[config.mk]
export PLATFORM = sky130hd
export DESIGN_NAME = gray_wptr_gen
export DESIGN_NICKNAME = d
export VERILOG_FILES = /design/src/rtl/gray_pkg.sv /design/src/rtl/gray_sync.sv /design/src/rtl/gray_wptr_gen.sv
export SDC_FILE = /design/constraint.sdc
export NUM_CORES = 1
export LEC_CHECK = 0
export ABC_AREA = 1
export CAP_MARGIN = 20
export CORE_MARGIN = 3
export CORE_UTILIZATION = 41
export CTS_CLUSTER_SIZE = 25
export DETAILED_ROUTE_END_ITERATION = 10
export PLACE_DENSITY = 0.71
export SYNTH_ARGS = -nofsm -noshare
export SYNTH_HDL_FRONTEND = slang
export SYNTH_HIERARCHICAL = 1
export SYNTH_SLANG_ARGS = --single-unit
[constraint.sdc]
create_clock -name clk -period 1.77 [get_ports clk]
set_clock_uncertainty 0.15 [all_clocks]
set_input_delay 0.354 -clock clk [delete_from_list [all_inputs] [get_ports clk]]
set_output_delay 0.354 -clock clk [all_outputs]
set_load 0.03 [all_outputs]
[src/rtl/gray_pkg.sv]
// Shared Gray-code helpers and synchroniser depth for the dual-clock FIFO pointer logic.
package gray_pkg;

    localparam int SYNC_STAGES = 2;
    localparam int GRAY_MAX_W  = 32;

    typedef logic [GRAY_MAX_W-1:0] gray_word_t;

    // Callers zero-extend into gray_word_t and truncate the result back to their width.
    function automatic gray_word_t bin2gray(input gray_word_t b);
        return b ^ (b >> 1);
    endfunction

    function automatic gray_word_t gray2bin(input gray_word_t g);
        gray_word_t b;
        b[GRAY_MAX_W-1] = g[GRAY_MAX_W-1];
        for (int i = GRAY_MAX_W - 2; i >= 0; i--) begin
            b[i] = b[i+1] ^ g[i];
        end
        return b;
    endfunction

endpackage

[src/rtl/gray_sync.sv]
// Multi-flop synchroniser for a Gray-coded pointer crossing into the local clock domain.
module gray_sync
    import gray_pkg::*;
#(
    parameter int WIDTH  = 4,
    parameter int STAGES = SYNC_STAGES
) (
    input  logic             clk,
    input  logic             rst_n,
    input  logic [WIDTH-1:0] d,
    output logic [WIDTH-1:0] q
);

    logic [WIDTH-1:0] chain [STAGES];

    // Plain flop chain: nothing may sit between stages on a crossing path.
    always_ff @(posedge clk or negedge rst_n) begin
        if (!rst_n) begin
            for (int i = 0; i < STAGES; i++) begin
                chain[i] <= '0;
            end
        end else begin
            chain[0] <= d;
            for (int i = 1; i < STAGES; i++) begin
                chain[i] <= chain[i-1];
            end
        end
    end

    assign q = chain[STAGES-1];

endmodule

[src/rtl/gray_wptr_gen.sv]
// Write-side FIFO pointer: binary write pointer, registered Gray pointer out, synchronised full flag.
// Optional macro GRAY_WPTR_LEVEL_EN adds a pessimistic fill_level output.
module gray_wptr_gen
    import gray_pkg::*;
#(
    parameter int ADDR_WIDTH = 3,
    parameter int PTR_WIDTH  = ADDR_WIDTH + 1
) (
    input  logic                  clk,
    input  logic                  rst_n,
    input  logic                  push_valid,
    output logic                  push_ready,
    output logic [ADDR_WIDTH-1:0] waddr,
    output logic [PTR_WIDTH-1:0]  wptr_gray,
    input  logic [PTR_WIDTH-1:0]  rptr_gray,
    output logic                  full
`ifdef GRAY_WPTR_LEVEL_EN
    ,
    output logic [PTR_WIDTH-1:0]  fill_level
`endif
);

    logic [PTR_WIDTH-1:0] wbin;
    logic [PTR_WIDTH-1:0] wbin_next;
    logic [PTR_WIDTH-1:0] wgray_next;
    logic [PTR_WIDTH-1:0] rq2;
    logic [PTR_WIDTH-1:0] full_match;
    logic                 accept;

    gray_sync #(
        .WIDTH  (PTR_WIDTH),
        .STAGES (SYNC_STAGES)
    ) u_rptr_sync (
        .clk   (clk),
        .rst_n (rst_n),
        .d     (rptr_gray),
        .q     (rq2)
    );

    assign accept     = push_valid & ~full;
    assign wbin_next  = wbin + PTR_WIDTH'(accept);
    assign wgray_next = PTR_WIDTH'(bin2gray(gray_word_t'(wbin_next)));

    // Full when the write pointer is exactly one lap ahead: top two Gray bits inverted, rest equal.
    assign full_match = {~rq2[PTR_WIDTH-1:PTR_WIDTH-2], rq2[PTR_WIDTH-3:0]};

    always_ff @(posedge clk or negedge rst_n) begin
        if (!rst_n) begin
            wbin      <= '0;
            wptr_gray <= '0;
            full      <= 1'b0;
        end else begin
            wbin      <= wbin_next;
            wptr_gray <= wgray_next;
            full      <= (wgray_next == full_match);
        end
    end

    assign push_ready = ~full;
    assign waddr      = wbin[ADDR_WIDTH-1:0];

`ifdef GRAY_WPTR_LEVEL_EN
    // Read pointer is stale by the sync latency, so this over-reports occupancy.
    assign fill_level = wbin - PTR_WIDTH'(gray2bin(gray_word_t'(rq2)));
`endif

endmodule

After elaboration in Yosys (flattened, before gate mapping)
Cells that the tools add are included.
W data, S select, Z words.
Storage, ports and cells
  register bits: 17
  bits of input ports: 7
  output and inout bits: 9
  word-level logic and storage cells: 11
Cells by class
  add/sub/neg operators: 1
  eq/ne operators: 1
  bitwise logic cells: 4
Operator list (number)
  $add A4 B1 Y4: 1
  $eq A4 B4 Y1: 1
  $xor A4 B3 Y4: 1
  $not A2 Y2: 1
  $and A1 B1 Y1: 1
  $not A1 Y1: 1

Longest topological paths before layout
Gate-level depths: netlist of the first run.
  depth in word-level cells: 5
  gate-level depth with buffers: 13
  depth with buffers taken out: 13

Hierarchy
The synthesis of the first run kept the hierarchy.
By module, submodules not included
  gray_wptr_gen: instances 1, cells each 56, area each 431.7 µm², seq. area each 200.2 µm²
  gray_sync: instances 1, cells each 12, area each 230.2 µm², seq. area each 200.2 µm²

Worst setup path after synthesis of the first run
Ideal clock, no wire load.
  path type: reg2reg
  start point: reg full
  end point: reg full
  library setup time: 0.071 ns
  arrival time: 1.660 ns
  data required time: 1.549 ns
  path slack: -0.111 ns
  cell stages (with the launch flop): 13
  path buffers: 0
  period minus slack after synthesis: 1.881 ns
  path through: dfrtp_1 nor2_1 ha_1 ha_1 inv_1 nand2_1 nand2_1 nand2_1 nand2_1 nand2_1 nor2_1 nand2_1 nor2_1
Between the ends
  cells in the longest elaborated chain, start to end: 5
Ends and longest elaborated chain
  start: declaration: line gray_wptr_gen.sv:16  | output logic full
  start signal: assignment: line gray_wptr_gen.sv:55  | full <= (wgray_next == full_match);
  $not A1 Y1: line gray_wptr_gen.sv:40  | assign accept = push_valid & ~full;
  $and A1 B1 Y1: line gray_wptr_gen.sv:40
  $add A4 B1 Y4: line gray_wptr_gen.sv:41  | assign wbin_next = wbin + PTR_WIDTH'(accept);
  via wbin_next[1]: line gray_wptr_gen.sv:24  | logic [PTR_WIDTH-1:0] wbin_next;
  $xor A4 B3 Y4: line gray_pkg.sv:11  | return b ^ (b >> 1);
  via wgray_next[0]: line gray_wptr_gen.sv:25  | logic [PTR_WIDTH-1:0] wgray_next;
  $eq A4 B4 Y1: line gray_wptr_gen.sv:55
The timed path passes the listed nets, and every way through them passes these cells.

Worst setup path after layout of the first run
  start point: reg full
  end point: reg full
Between the ends
  cells in the longest elaborated chain, start to end: 5
Ends and longest elaborated chain (line)
  $not A1 Y1: gray_wptr_gen.sv:40
  $and A1 B1 Y1: gray_wptr_gen.sv:40
  $add A4 B1 Y4: gray_wptr_gen.sv:41
  $xor A4 B3 Y4: gray_pkg.sv:11
  via wgray_next[1]: gray_wptr_gen.sv:25
  $eq A4 B4 Y1: gray_wptr_gen.sv:55
The timed path passes the listed nets, and every way through them passes these cells.

==> results.cfg, run 1 <==
[run]
maxCapViolCount = 0

[clocking]
h-tree-depth = 1
cts_tree = done
clk_latency_ns = 0.27
cts_num_sinks = 16
clk_pin_slew_worst_paths_ns = 0.09
holdBufCountCts = 0
clk_path_buf_depth = 2
cts_buffers = 3
cts_root_buf = clkbuf_4

[global_routing]
antenna_found_initial = 0
grt-ovfl-total = 0
grt_max_degree = 17
grt_util_all_layers = 0.1312
grt_first_pass_wirelength_um = 1966
grt_pass1_vias = 491

[routing]
wl_per_cell_um = 11.07
dr.pass1.iters = 4
met2_length_um = 631
routed.top_layer = met3
met3_wirelength_um = 63
met1_length_um = 456
via_count = 494
drc_errors = 0
initialDrtViolationCount = 9
viasPerCell = 4.750
wirelength_um = 1151
ant_nets = 0

[synth]
synth_top_cell_by_area = dfrtp_1
yosysTopAreaCellShare = 0.6049
synthMuxAreaShare = 0
synth_top_family_by_area = simple AND/OR/NAND/NOR gates
synthTopCellsByArea = dfrtp_1 (60%), nand2_1 (10%), inv_1 (5.1%)
synth.avg_cell_area_um2 = 9.734
synth_compound_area_frac = 0
synth_enable_flop_cells = 0
yosys_warnings = 6
netlist_instances = 68
mappedNetlistArea_um2 = 661.9
yosys.area_share.adder = 0.03781
syn-num-nets = 77
synth.most_common_cell = nand2_1
yosys_most_used_dff = dfrtp_1
synth_xor_area_frac = 0
synth-seq-area-share = 0.6049
synth_cell_types = 10
async_reset_ff_frac = 1.000
yosys.area_share.simple = 0.2609
yosys_register_bits = 16
ys_top_cells_by_count = nand2_1 (18), dfrtp_1 (16), inv_1 (9)

[setup_path]
required_ns = 1.79
worst_setup_path_end_kind = register
arrival_ns = 1.81
path_common_cell = nand2_1
crit_type = register to register
r2r_slack_ns = -0.01
critical-path-slowest-cell = dfrtp_2
worstPathMaxFanout = 3
r2r_end = full
cp_slowest_stage_delay_ns = 0.42
r2r_start = full
crit_path_cell_trace = buf_6 > nor2_4 > ha_4 > ha_4 > inv_1 > nand2_1 > nand2_1 > nand2_1 > nand2_2 > nor2_1 > nor2_1 > nand2_1 > nor2_1
startpoint_type = register
reg2reg_depth = 13

[placement]
port_buffers = 15
dp_cells = 99
gp_congestion = 0.7027
hpwl_um = 893.3

[final_layout]
fillers = 122
nets = 99
n_antenna_cell = 0
area_growth_pct = 38.56
layout-drive-gt1-share = 0.2697
fin_cells = 104

[power]
vdd_drop_max_uv = 1116
power_density_nw_per_um2 = 2026
p_leak_nw = 0.4702
power_mw = 1.858

[timing]
hold_viol = 0
drv_slew = 0
tightest_slew_ns = 0.3138
grt_setup_unrepaired = yes
min_period_over_period = 1.007
setup_slack_ns = -0.01263
slew_headroom = 0.7916
clock.fmax_mhz = 561.0
min_period_ns = 1.783
setup_violations = 1

[floorplan]
core_um2 = 1399
die_h_um = 46.18
die_area_um2 = 2133
pin_count = 16
start_util = 0.4732
rows = 13
fp.dieW_um = 46.18

[min_path]
min_from = u_rptr_sync/chain[5]
hold_class = register to register
hold_path_depth = 0
worstHoldEndpoint = u_rptr_sync/q[1]

[outcome]
violations = setup timing
status = finished with violations
## routing by layer
metal  up-vias  GRT usage
li1        248          -
met1       235     0.1361
met2        11     0.2582
met3         0    0.05078
met4         0          0
met5         -          0
## through the flow
step | utilization | instance area [µm²] | hold WS, ns | setup TNS (ns) | worst slack, ns
6_report | 0.6556 | 917.1 | 0.2056 | -0.01263 | -0.01263
5_1_grt | 0.6556 | 917.1 | 0.2258 | -0.1504 | -0.1504
4_1_cts | 0.6547 | 915.9 | 0.2078 | -0.04586 | -0.04586
3_5_place_dp | 0.6100 | 853.3 | 0.1865 | -1.510 | -0.5196
3_3_place_gp | 0.6100 | 853.3 | 0.1820 | -1.099 | -0.4518
2_1_floorplan | - | 676.9 | -0.09159 | 0 | 0.004613
## power by group
| part | internal [mW] | switching, mW |
|---|---|---|
| clock | 0.125 | 0.106 |
| sequential | 0.473 | 0.0686 |
| combinational | 0.446 | 0.639 |
| total | 1.04 | 0.813 |
## registers in the layout, indices dropped and copies added, names as in the netlist
| name | flops |
|---|---|
| u_rptr_sync/chain | 4 |
| full | 1 |
| u_rptr_sync/q | 4 |
| wptr_gray | 3 |
| wbin | 4 |
## placed cells by master (no fill, tap or decap), drive strengths merged
master | synthesis | routed
clkdlybuf4s50 | 0 | 5
ha | 2 | 2
clkbuf | 0 | 5
nor2 | 4 | 4
dlygate4sd2 | 0 | 9
dfrtp | 16 | 16
buf | 4 | 6
nand3 | 6 | 6
nand3b | 3 | 3
nand2 | 23 | 23
inv | 9 | 9
nand4 | 1 | 1
## worst max-delay path by stage
stage | end | slack (ns) | from
global placement | full | -0.45 | push_valid
global route | full | -0.15 | full
CTS | full | -0.05 | full
detailed placement | full | -0.52 | push_valid
finish | full | -0.01 | full
floorplan | full | 0.005 | full
## critical path, delay by kind of cell (launching register included)
family / cells / cell delay [ns]
flip-flops: 1 / 0.42
adder cells (fa/ha/maj): 2 / 0.30
AND/OR/NAND/NOR: 9 / 0.63
buffers and inverters: 2 / 0.17
## cell families after synthesis
logic type,after synthesis
AND/OR/NAND/NOR,37
flip-flops,16
buffers and inverters,13
adder cells (fa/ha/maj),2
## cell type report
class	count	area [µm²]	area share
multi-input combinational	39	240.2	0.2619
clock buffer	4	36.28	0.03956
timing repair buffer	21	182.7	0.1992
sequential	16	402.9	0.4393
inverter	9	36.28	0.03956
tap	15	18.77	0.02046
## timing repair
action | CTS | global route
setup endpoints to repair | 11 | 3
setup buffers | 1 | 0
gates resized for setup | 19 | 3
pin swaps | 8 | 3
gates cloned | 0 | 0
Power figures use the tool's default switching activity.
==> run 2: changes to the inputs <==
--- a/config.mk
+++ b/config.mk
@@ -12,6 +12,7 @@
 export CTS_CLUSTER_SIZE = 25
 export DETAILED_ROUTE_END_ITERATION = 10
 export PLACE_DENSITY = 0.71
+export SLEW_MARGIN = 30
 export SYNTH_ARGS = -nofsm -noshare
 export SYNTH_HDL_FRONTEND = slang
 export SYNTH_HIERARCHICAL = 1
==> results of run 2 <==
The final DEF is identical to that of run 1; final timing and power are the same.
